$ cat config.mk
export PLATFORM = sky130hd
export DESIGN_NAME = dcm_clk_gen
export DESIGN_NICKNAME = d
export VERILOG_FILES = /design/src/rtl/dcm_clk_gen.sv
export SDC_FILE = /design/constraint.sdc
export NUM_CORES = 1
export LEC_CHECK = 0
export ABC_AREA = 1
export ABC_CLOCK_PERIOD_IN_PS = 2700
export BUFFER_PORTS_ARGS = -buffer_cell sky130_fd_sc_hd__buf_2
export CAP_MARGIN = 40
export CORE_AREA = 10 10 47 49
export DETAILED_ROUTE_END_ITERATION = 10
export DIE_AREA = 0 0 57 59
export HOLD_SLACK_MARGIN = 0.05
export SLEW_MARGIN = 30
export SYNTH_ARGS = -nofsm -noshare
export SYNTH_HDL_FRONTEND = slang
export SYNTH_SLANG_ARGS = --single-unit
$ cat constraint.sdc
create_clock -name CLK_IN1 -period 2.7 [get_ports CLK_IN1]
set_input_delay 0.135 -clock CLK_IN1 [delete_from_list [all_inputs] [get_ports CLK_IN1]]
set_output_delay 0.135 -clock CLK_IN1 [all_outputs]
set_load 0.1 [all_outputs]
$ cat src/rtl/dcm_clk_gen.sv
// dcm_clk_gen: synthesizable stand-in for the vendor clock manager.
//
// Generates CLK_OUT1 from CLK_IN1 with a fractional-N phase accumulator so that
// f_out = f_in * NUM / (2 * DEN). Also provides a one-cycle strobe on each
// CLK_OUT1 rise and a sticky LOCKED flag after LOCK_EDGES rises.
//
// Ports:
//   CLK_IN1   in   reference clock (rising edge); the only clock in the block
//   RESET     in   synchronous, active-high reset
//   CLK_OUT1  out  generated clock, straight from a flop
//   RISE_STB  out  high for one CLK_IN1 cycle when CLK_OUT1 goes 0->1
//   LOCKED    out  high once LOCK_EDGES rises have occurred; cleared only by RESET

module dcm_clk_gen #(
    parameter int unsigned NUM        = 1,
    parameter int unsigned DEN        = 1,
    parameter int unsigned LOCK_EDGES = 4
) (
    input  logic CLK_IN1,
    input  logic RESET,
    output logic CLK_OUT1,
    output logic RISE_STB,
    output logic LOCKED
);

    // acc < DEN and NUM <= DEN, so acc + NUM < 2*DEN always fits without truncation.
    localparam int unsigned AccW = $clog2(2 * DEN) + 1;
    localparam int unsigned CntW = $clog2(LOCK_EDGES + 1);

    localparam logic [AccW-1:0] NumW  = AccW'(NUM);
    localparam logic [AccW-1:0] DenW  = AccW'(DEN);
    localparam logic [CntW-1:0] LockW = CntW'(LOCK_EDGES);

    if (NUM < 1 || NUM > DEN || DEN < 1) begin : g_bad_params
        $error("dcm_clk_gen: illegal parameters NUM=%0d DEN=%0d", NUM, DEN);
    end

    logic [AccW-1:0] acc_q, acc_d;
    logic [AccW-1:0] sum;
    logic            wrap;
    logic            rise;
    logic            clk_q, clk_d;
    logic            stb_q, stb_d;
    logic [CntW-1:0] cnt_q, cnt_d;
    logic            locked_q, locked_d;

    always_comb begin
        sum   = acc_q + NumW;
        wrap  = (sum >= DenW);
        acc_d = wrap ? (sum - DenW) : sum;
        clk_d = clk_q ^ wrap;
        // A wrap while the output is low is a 0->1 transition.
        rise  = wrap & ~clk_q;
        stb_d = rise;

        cnt_d = cnt_q;
        if (rise && (cnt_q != LockW)) begin
            cnt_d = cnt_q + CntW'(1);
        end
        locked_d = locked_q | (cnt_d == LockW);
    end

    always_ff @(posedge CLK_IN1) begin
        if (RESET) begin
            acc_q    <= '0;
            clk_q    <= 1'b0;
            stb_q    <= 1'b0;
            cnt_q    <= '0;
            locked_q <= 1'b0;
        end else begin
            acc_q    <= acc_d;
            clk_q    <= clk_d;
            stb_q    <= stb_d;
            cnt_q    <= cnt_d;
            locked_q <= locked_d;
        end
    end

    assign CLK_OUT1 = clk_q;
    assign RISE_STB = stb_q;
    assign LOCKED   = locked_q;

endmodule

[Word level (Yosys, flattened, before mapping)]
Index checks and enable logic that the tools add are counted.
Word-level totals
  bits in registers: 8
  bits of input ports: 2
  output and inout port bits: 3
  logic and storage cells: 18
Cells by class
  add/sub/neg operators: 3
  magnitude comparators: 1
  equal/unequal tests: 2
  mux-type cells: 2
  bitwise gates (word level): 4
  reductions and logical operators: 1
Operators by type and width (count)
  3-bit by 1-bit adder with 3-bit output (second input constant): 1
  3-bit == test (second input constant): 1
  3-bit two-way mux: 1
  3-bit inequality test (second input constant): 1
  2-bit by 1-bit adder with 2-bit output (second input constant): 1
  2-bit by 1-bit greater-or-equal comparator with 1-bit output (second input constant): 1
  2-bit two-way mux: 1
  2-bit by 1-bit subtractor with 2-bit output (second input constant): 1
  1-bit bitwise AND: 1
  1-bit logical AND: 1
  1-bit inverter: 1
  1-bit bitwise OR: 1
  1-bit bitwise XOR: 1

[Depth between registers and ports, before layout]
Gate-level depths: netlist of run 1.
  depth in word-level cells: 7
  mapped depth: 8
  gate-level depth less buffers: 8

[Least setup slack after synthesis of run 1]
Ideal clock, no wire load.
  kind: register -> register
  start point: register clk_q (netlist: CLK_OUT1)
  end point: register locked_q (netlist: LOCKED)
  setup time: 0.127 ns
  data arrival time: 1.652 ns
  required time: 2.573 ns
  path slack: 0.921 ns
  cell stages (with the launch flop): 9
  buffers on the path: 0
  clock period less this slack: 1.779 ns
  cell sequence: dfxtp_1 > inv_1 > ha_1 > nand2_2 > clkinv_1 > nand2_2 > nand2_2 > nand3_2 > a21oi_2
Between the ends
  cells in the longest elaborated chain, start to end: 6
Ends and longest elaborated chain
  from (decl): line 42  | logic clk_q, clk_d;
  from (signal assigned): line 72  | clk_q <= clk_d;
  1-bit inverter: line 53  | rise = wrap & ~clk_q;
  1-bit bitwise AND: line 53
  net rise: line 41  | logic rise;
  1-bit logical AND: line 57  | if (rise && (cnt_q != LockW)) begin
  3-bit two-way mux: line 57
  3-bit == test: line 60  | locked_d = locked_q | (cnt_d == LockW);
  1-bit bitwise OR: line 60
  to (signal assigned): line 75  | locked_q <= locked_d;
  to (decl): line 45  | logic locked_q, locked_d;
The timed path passes the listed nets, and every way through them passes these cells.
A chain may end at the register's enable or synchronous reset.

[Worst setup path in the final report of run 1]
  start point: register cnt_q[0]
  end point: register locked_q (netlist: LOCKED)
Between the ends
  cells in the longest elaborated chain, start to end: 5
  elaborated cells between the ends (all ways): 6
  classes of those cells: 1 x add/sub; 2 x eq/ne; 1 x mux; 1 x bitwise; 1 x reduce/logical
Ends and longest elaborated chain
  from (decl): line 44  | logic [CntW-1:0] cnt_q, cnt_d;
  from (signal assigned): line 74  | cnt_q <= cnt_d;
  parallel branches: the longest is 2 deep, another holds 3-bit by 1-bit adder with 3-bit output
  3-bit two-way mux *: line 57
  3-bit == test *: line 60
  1-bit bitwise OR *: line 60
Every way passes the cells marked *.

==> results.toml, run 1 <==
[outcome]
status = "complete, no violations"

[drt]
wl_um = 567
drtPass1Iterations = 2
wl_per_cell_um = 8.46
initialDrtViolationCount = 4
ant_nets = 0
drc = 0
via_per_inst = 4.21
vias = 282

[cts]
cts_tree = "built"
postCtsHoldBufs = 0
post_cts_resize_count = 0
htreeDepth = 1
clk_latency_ns = 0.25
post_cts_buffers = 0
path_clk_slew_ns = 0.05
cts_buffer_depth = 2
cts_buffers = 3
cts_root_buffer = "clkbuf_4"
cts_num_sinks = 8

[floorplan]
die-area_um2 = 3360
die_h_um = 59
rows = 14
initial_core_util_pct = 25.4
pin_count = 5
die_w_um = 57
coreArea_um2 = 1400

[global_route]
grt_max_degree = 9
gr-total-overflow = 0
grt_pass1_vias = 261
grt_pass1_wl_mm = 1.04
grtUsageTotal_pct = 3.85
antenna_found_initial = 0

[synth]
ys_ff_latch = 8
yosysSeqAreaShare_pct = 44.9
syn_inst = 45
synthTopCellsByCount = "dfxtp_1, inv_1, nand2_1"
netlist_top_cells_area = "dfxtp_1, ha_1, nand2_2, inv_1, nand2_1"
syn_area_um2 = 357
synthArstFlopShare_pct = 0
syn_area_per_cell_um2 = 7.92
yosys.area.top_type_share_pct = 44.9
yosysWarnings = 0
synth-edff-count = 0
yosysTopAreaCell = "dfxtp_1"
synth_nets = 50
synth_cell_types = 13
synth-main-ff-cell = "dfxtp_1"

[timing]
fmax_mhz = 844
finalClockSkew_ns = 0.000879
tns_ns = 0
worst_slew_pin_slew_ns = 0.488
slew_headroom_pct = 67.7
finalCriticalPeriod_ns = 1.18
finalCritPeriodShare_pct = 43.9
slew_viol_final = 0
hold_viol_final = 0
timing.hold.ws_ns = 0.145
rsz0062_at_grt = "no"
setup_viol = 0

[setup_path]
arrival_ns = 1.38
cp-start-kind = "register"
worstPathMaxFanout = 3
critical_path_required_ns = 2.89
end_kind = "register"
path_class = "register to register"
r2r_slack_ns = 1.52

[power]
p_leak_uw = 0.000199
power_density_nw_per_um2 = 680
irDropWorstVdd_mv = 0.293

[finish]
drive_above_1_share_pct = 29.4
final_nets = 58
antenna_cells = 0
stdcell_count = 67
synthToLayoutAreaGrowth_pct = 16.5
postLayoutCoreUtil_pct = 29.6

[place]
gp_congestion = 0.748
post-dp-hpwl_um = 448
place.port_buffers = 4
place_inst = 64

[hold_path]
hp-class = "primary input to register"

[run]
drv_cap = 0
-- critical path, stage by stage, from the launching register on --
cell	delay [ns]
dfxtp_1	0.35
inv_1	0.07
ha_1	0.28
inv_1	0.05
nand3_1	0.08
nand2_2	0.10
nand3_2	0.07
a21oi_2	0.11
-- flip-flops by register name, summed over array words and instances (netlist names) --
| name | count |
|---|---|
| CLK_OUT1 | 1 |
| cnt_q | 3 |
| LOCKED | 1 |
| acc_q | 2 |
| RISE_STB | 1 |
-- placed cells by master, fill, tap and decap left out --
master	Yosys	layout
dfxtp_1	8	8
buf_2	0	4
nand2_2	6	6
ha_1	3	3
nor3_1	1	1
a21oi_1	1	1
clkinv_1	1	1
nand2_1	7	7
nand3_1	2	2
nand3_2	1	1
nor2_1	5	5
clkbuf_4	0	3
inv_1	8	8
a21oi_2	1	1
-- through the flow --
stage	total power, uW	worst slack, ns	area (um^2)
2_1_floorplan	186	0.921	357
3_3_place_gp	194	1.56	393
3_5_place_dp	195	1.53	393
4_1_cts	287	1.51	415
5_1_grt	298	1.42	415
6_report	282	1.52	415
-- cell families (layout without fill, tap and decap cells) --
group / Yosys count / count (layout) / share of synthesized area [%]
AOI/OAI and AO/OA: 2 / 2 / 3.86
adders and majority gates: 3 / 3 / 10.5
buffers and inverters: 10 / 16 / 10.5
DFF: 8 / 8 / 44.9
and+or+nand+nor: 22 / 22 / 30.2
-- path summary, 6_finish.rpt --
| kind | from | end | cells past startpoint |
|---|---|---|---|
| hold reg to reg | acc_q[0] | acc_q[1] | 1 |
| setup / recovery | cnt_q[0] | LOCKED | 7 |
| hold / removal | RESET | LOCKED | 2 |
| setup reg to reg | cnt_q[0] | LOCKED | 7 |
-- power by group --
group | total, uW | internal [uW] | switching (uW)
Clock | 90.9 | 50.8 | 40.1
Combinational | 61.6 | 16.6 | 44.9
Sequential | 130 | 126 | 4.12
-- final cells by class --
| cell class | count | area [um^2] |
|---|---|---|
| well taps | 16 | 20.0 |
| inverters | 9 | 33.8 |
| repair buffers | 4 | 20.0 |
| multi-input cells | 27 | 159 |
| flip-flops and latches | 8 | 160 |
| clock buffers | 3 | 22.5 |
| fillers | 161 | 986 |
-- routing by layer --
layer	global-route usage, %	wire [um]
met2	5.74	254
met1	3.94	250
met4	4.03	26
met3	1.50	35
met5	0	0
Note: power is estimated with default switching activity, not from simulation.
==> run 2, diff against run 1 <==
--- a/config.mk
+++ b/config.mk
@@ -6,7 +6,7 @@
 export NUM_CORES = 1
 export LEC_CHECK = 0
 export ABC_AREA = 1
-export ABC_CLOCK_PERIOD_IN_PS = 2700
+export ABC_CLOCK_PERIOD_IN_PS = 1000
 export BUFFER_PORTS_ARGS = -buffer_cell sky130_fd_sc_hd__buf_2
 export CAP_MARGIN = 40
 export CORE_AREA = 10 10 47 49
==> constraint.sdc (replaced) <==
create_clock -name CLK_IN1 -period 1 [get_ports CLK_IN1]
set_input_delay 0.05 -clock CLK_IN1 [delete_from_list [all_inputs] [get_ports CLK_IN1]]
set_output_delay 0.05 -clock CLK_IN1 [all_outputs]
set_load 0.1 [all_outputs]
==> run 2 against run 1 <==
The run now ends with setup timing left. Worst setup slack got worse by 1.6 ns. Critical path depth increased by 1. Worst hold slack got worse by 0.089 ns. Sequential share of layout area decreased by 10 points. Maximum frequency increased by 11%. Sequential power increased to 2.8 times the previous value. Final area increased by 44%. Wire length increased by 15%. Core utilization increased by 13 points.
==> results.toml, run 2 (synthesized netlist as in run 1, its figures left out) <==
[outcome]
status = "complete, but fails checks"
violations = "setup timing"

[floorplan]
pin_count = 5
die-area_um2 = 3360
die_w_um = 57
die_h_um = 59
coreArea_um2 = 1400
initial_core_util_pct = 25.4
rows = 14

[finish]
synthToLayoutAreaGrowth_pct = 68.1
multi_input_area_um2 = 238
final_common_cell = "nand2_2"
antenna_cells = 0
fill_cells = 145
largest_reg_flops = 3
drive_above_1_share_pct = 68.4
reg.largest.list = "cnt_q (3), acc_q (2)"
top_register = "cnt_q"
layout_common_cells = "nand2_2, dfxtp_2, inv_1"
register_area_um2 = 170
final_nets = 63

[cts]
htreeDepth = 1
cts_tree = "built"
cts_buffers = 3
clk_latency_ns = 0.25
cts_root_buffer = "clkbuf_4"
cts_num_sinks = 8
path_clk_slew_ns = 0.06
cts_buffer_depth = 2

[timing]
worst_slack_ns = -0.0668
finalCriticalPeriod_ns = 1.07
rsz0062_at_grt = "yes"
hold_viol_final = 0
timing.hold.ws_ns = 0.0555
worst_slew_pin_slew_ns = 0.169
setup_viol = 1
fmax_mhz = 937
slew_viol_final = 0
finalClockSkew_ns = 0.00519
slew_headroom_pct = 88.7
finalCritPeriodShare_pct = 107

[setup_path]
crit_top_cell = "nand2_4"
critical_path_required_ns = 1.18
worstPathCellList = "inv_2 -> ha_4 -> nand2_4 -> nand2_4 -> nand2_1 -> nand2_2 -> nand3_2 -> a21oi_2"
critical_path.max_stage_delay_ns = 0.33
path_class = "register to register"
worstPathMaxFanout = 3
cp-start-kind = "register"
crit_path_top_delay_cell = "dfxtp_2"
cp_top_family = "simple AND/OR/NAND/NOR gates"
path_buf_inv = 1
end_kind = "register"
arrival_ns = 1.25
r2r_slack_ns = -0.07

[place]
post-dp-hpwl_um = 494
gp_congestion = 0.763
place_ws_ns = -0.123
place.port_buffers = 4

[drt]
vias = 294
wl_um = 653
highest_layer = "met3"
ant_nets = 0
drt-met1-wl_um = 266
via_per_inst = 4.03
wl_met3_um = 32
wl_met2_um = 354
wl_per_cell_um = 8.95
drc = 0
initialDrtViolationCount = 0
drtPass1Iterations = 1

[global_route]
grt_max_degree = 9
antenna_found_initial = 0
gr-total-overflow = 0
grt_pass1_vias = 303
grt_pass1_wl_mm = 1.14
grtUsageTotal_pct = 4.28

[power]
p_leak_uw = 0.000264
power_density_nw_per_um2 = 1480
power_switching_uw = 277
irDropWorstVdd_mv = 0.869
power_frac_seq_pct = 40.5
intPower_uw = 608
p_sw_share_pct = 31.3
p_clk_share_pct = 29.1
p_comb_share_pct = 30.4

[hold_path]
hp-class = "primary input to register"

[run]
drv_cap = 0
-- run 2: cell types whose count changed in the layout (fill, tap and decap cells not counted), moves of 3 or more --
cell     before  now
buf_2         4    1
inv_2         0    3
dfxtp_1       8    2
buf_4         0    3
inv_1         8    5
nand2_4       0    4
nand2_1       7    3
buf_12        0    3
dfxtp_2       0    5
ha_1          3    0
ha_4          0    3
-- run 2: layout make-up --
cell class,count,area share [%]
Inverter,9,6.05
Timing Repair Buffer,9,18.2
Sequential cell,8,28.4
Clock buffer,4,4.38
Multi-Input combinational cell,27,39.7
Tap cell,16,3.34
-- run 2: power by group through the flow --
stage,combinational [uW],sequential (uW),clock (uW)
5_1_grt,293,362,282
2_1_floorplan,95.6,411,0
3_5_place_dp,210,360,0
3_3_place_gp,208,359,0
6_report,269,358,258
4_1_cts,260,358,273
-- run 2: per-stage QoR --
step | TNS [ns] | cell area, um^2 | power (uW) | instances | util, %
after global routing | -0.205 | 599 | 937 | 73 | 42.8
after global placement | -0.126 | 479 | 567 | 67 | 34.2
after detailed placement | -0.175 | 479 | 570 | 67 | 34.2
after CTS | -0.0517 | 579 | 891 | 73 | 41.3
after floorplan | -0.571 | 375 | 506 | 45 | -
final | -0.0668 | 599 | 885 | 73 | 42.8
-- run 2: routing by layer --
metal	global-route usage, %	vias up
met2	7.91	3
met4	3.02	0
met3	1.72	0
met1	3.69	131
li1	-	160
met5	0	-
-- run 2: path summary, 6_finish.rpt --
kind	depth (start not counted)	to	startpoint
max	8	LOCKED	cnt_q[0]
min	2	cnt_q[0]	RESET
max reg2reg	8	LOCKED	cnt_q[0]
min reg2reg	2	acc_q[1]	acc_q[1]
-- run 2: what timing repair did --
item / CTS / global route
hold endpoints to repair: 1 / 0
gates resized for setup: 17 / 6
cloned: 0 / 0
hold buffers: 1 / 0
pin swaps: 6 / 2
setup endpoints to repair: 4 / 4
setup buffers: 1 / 0
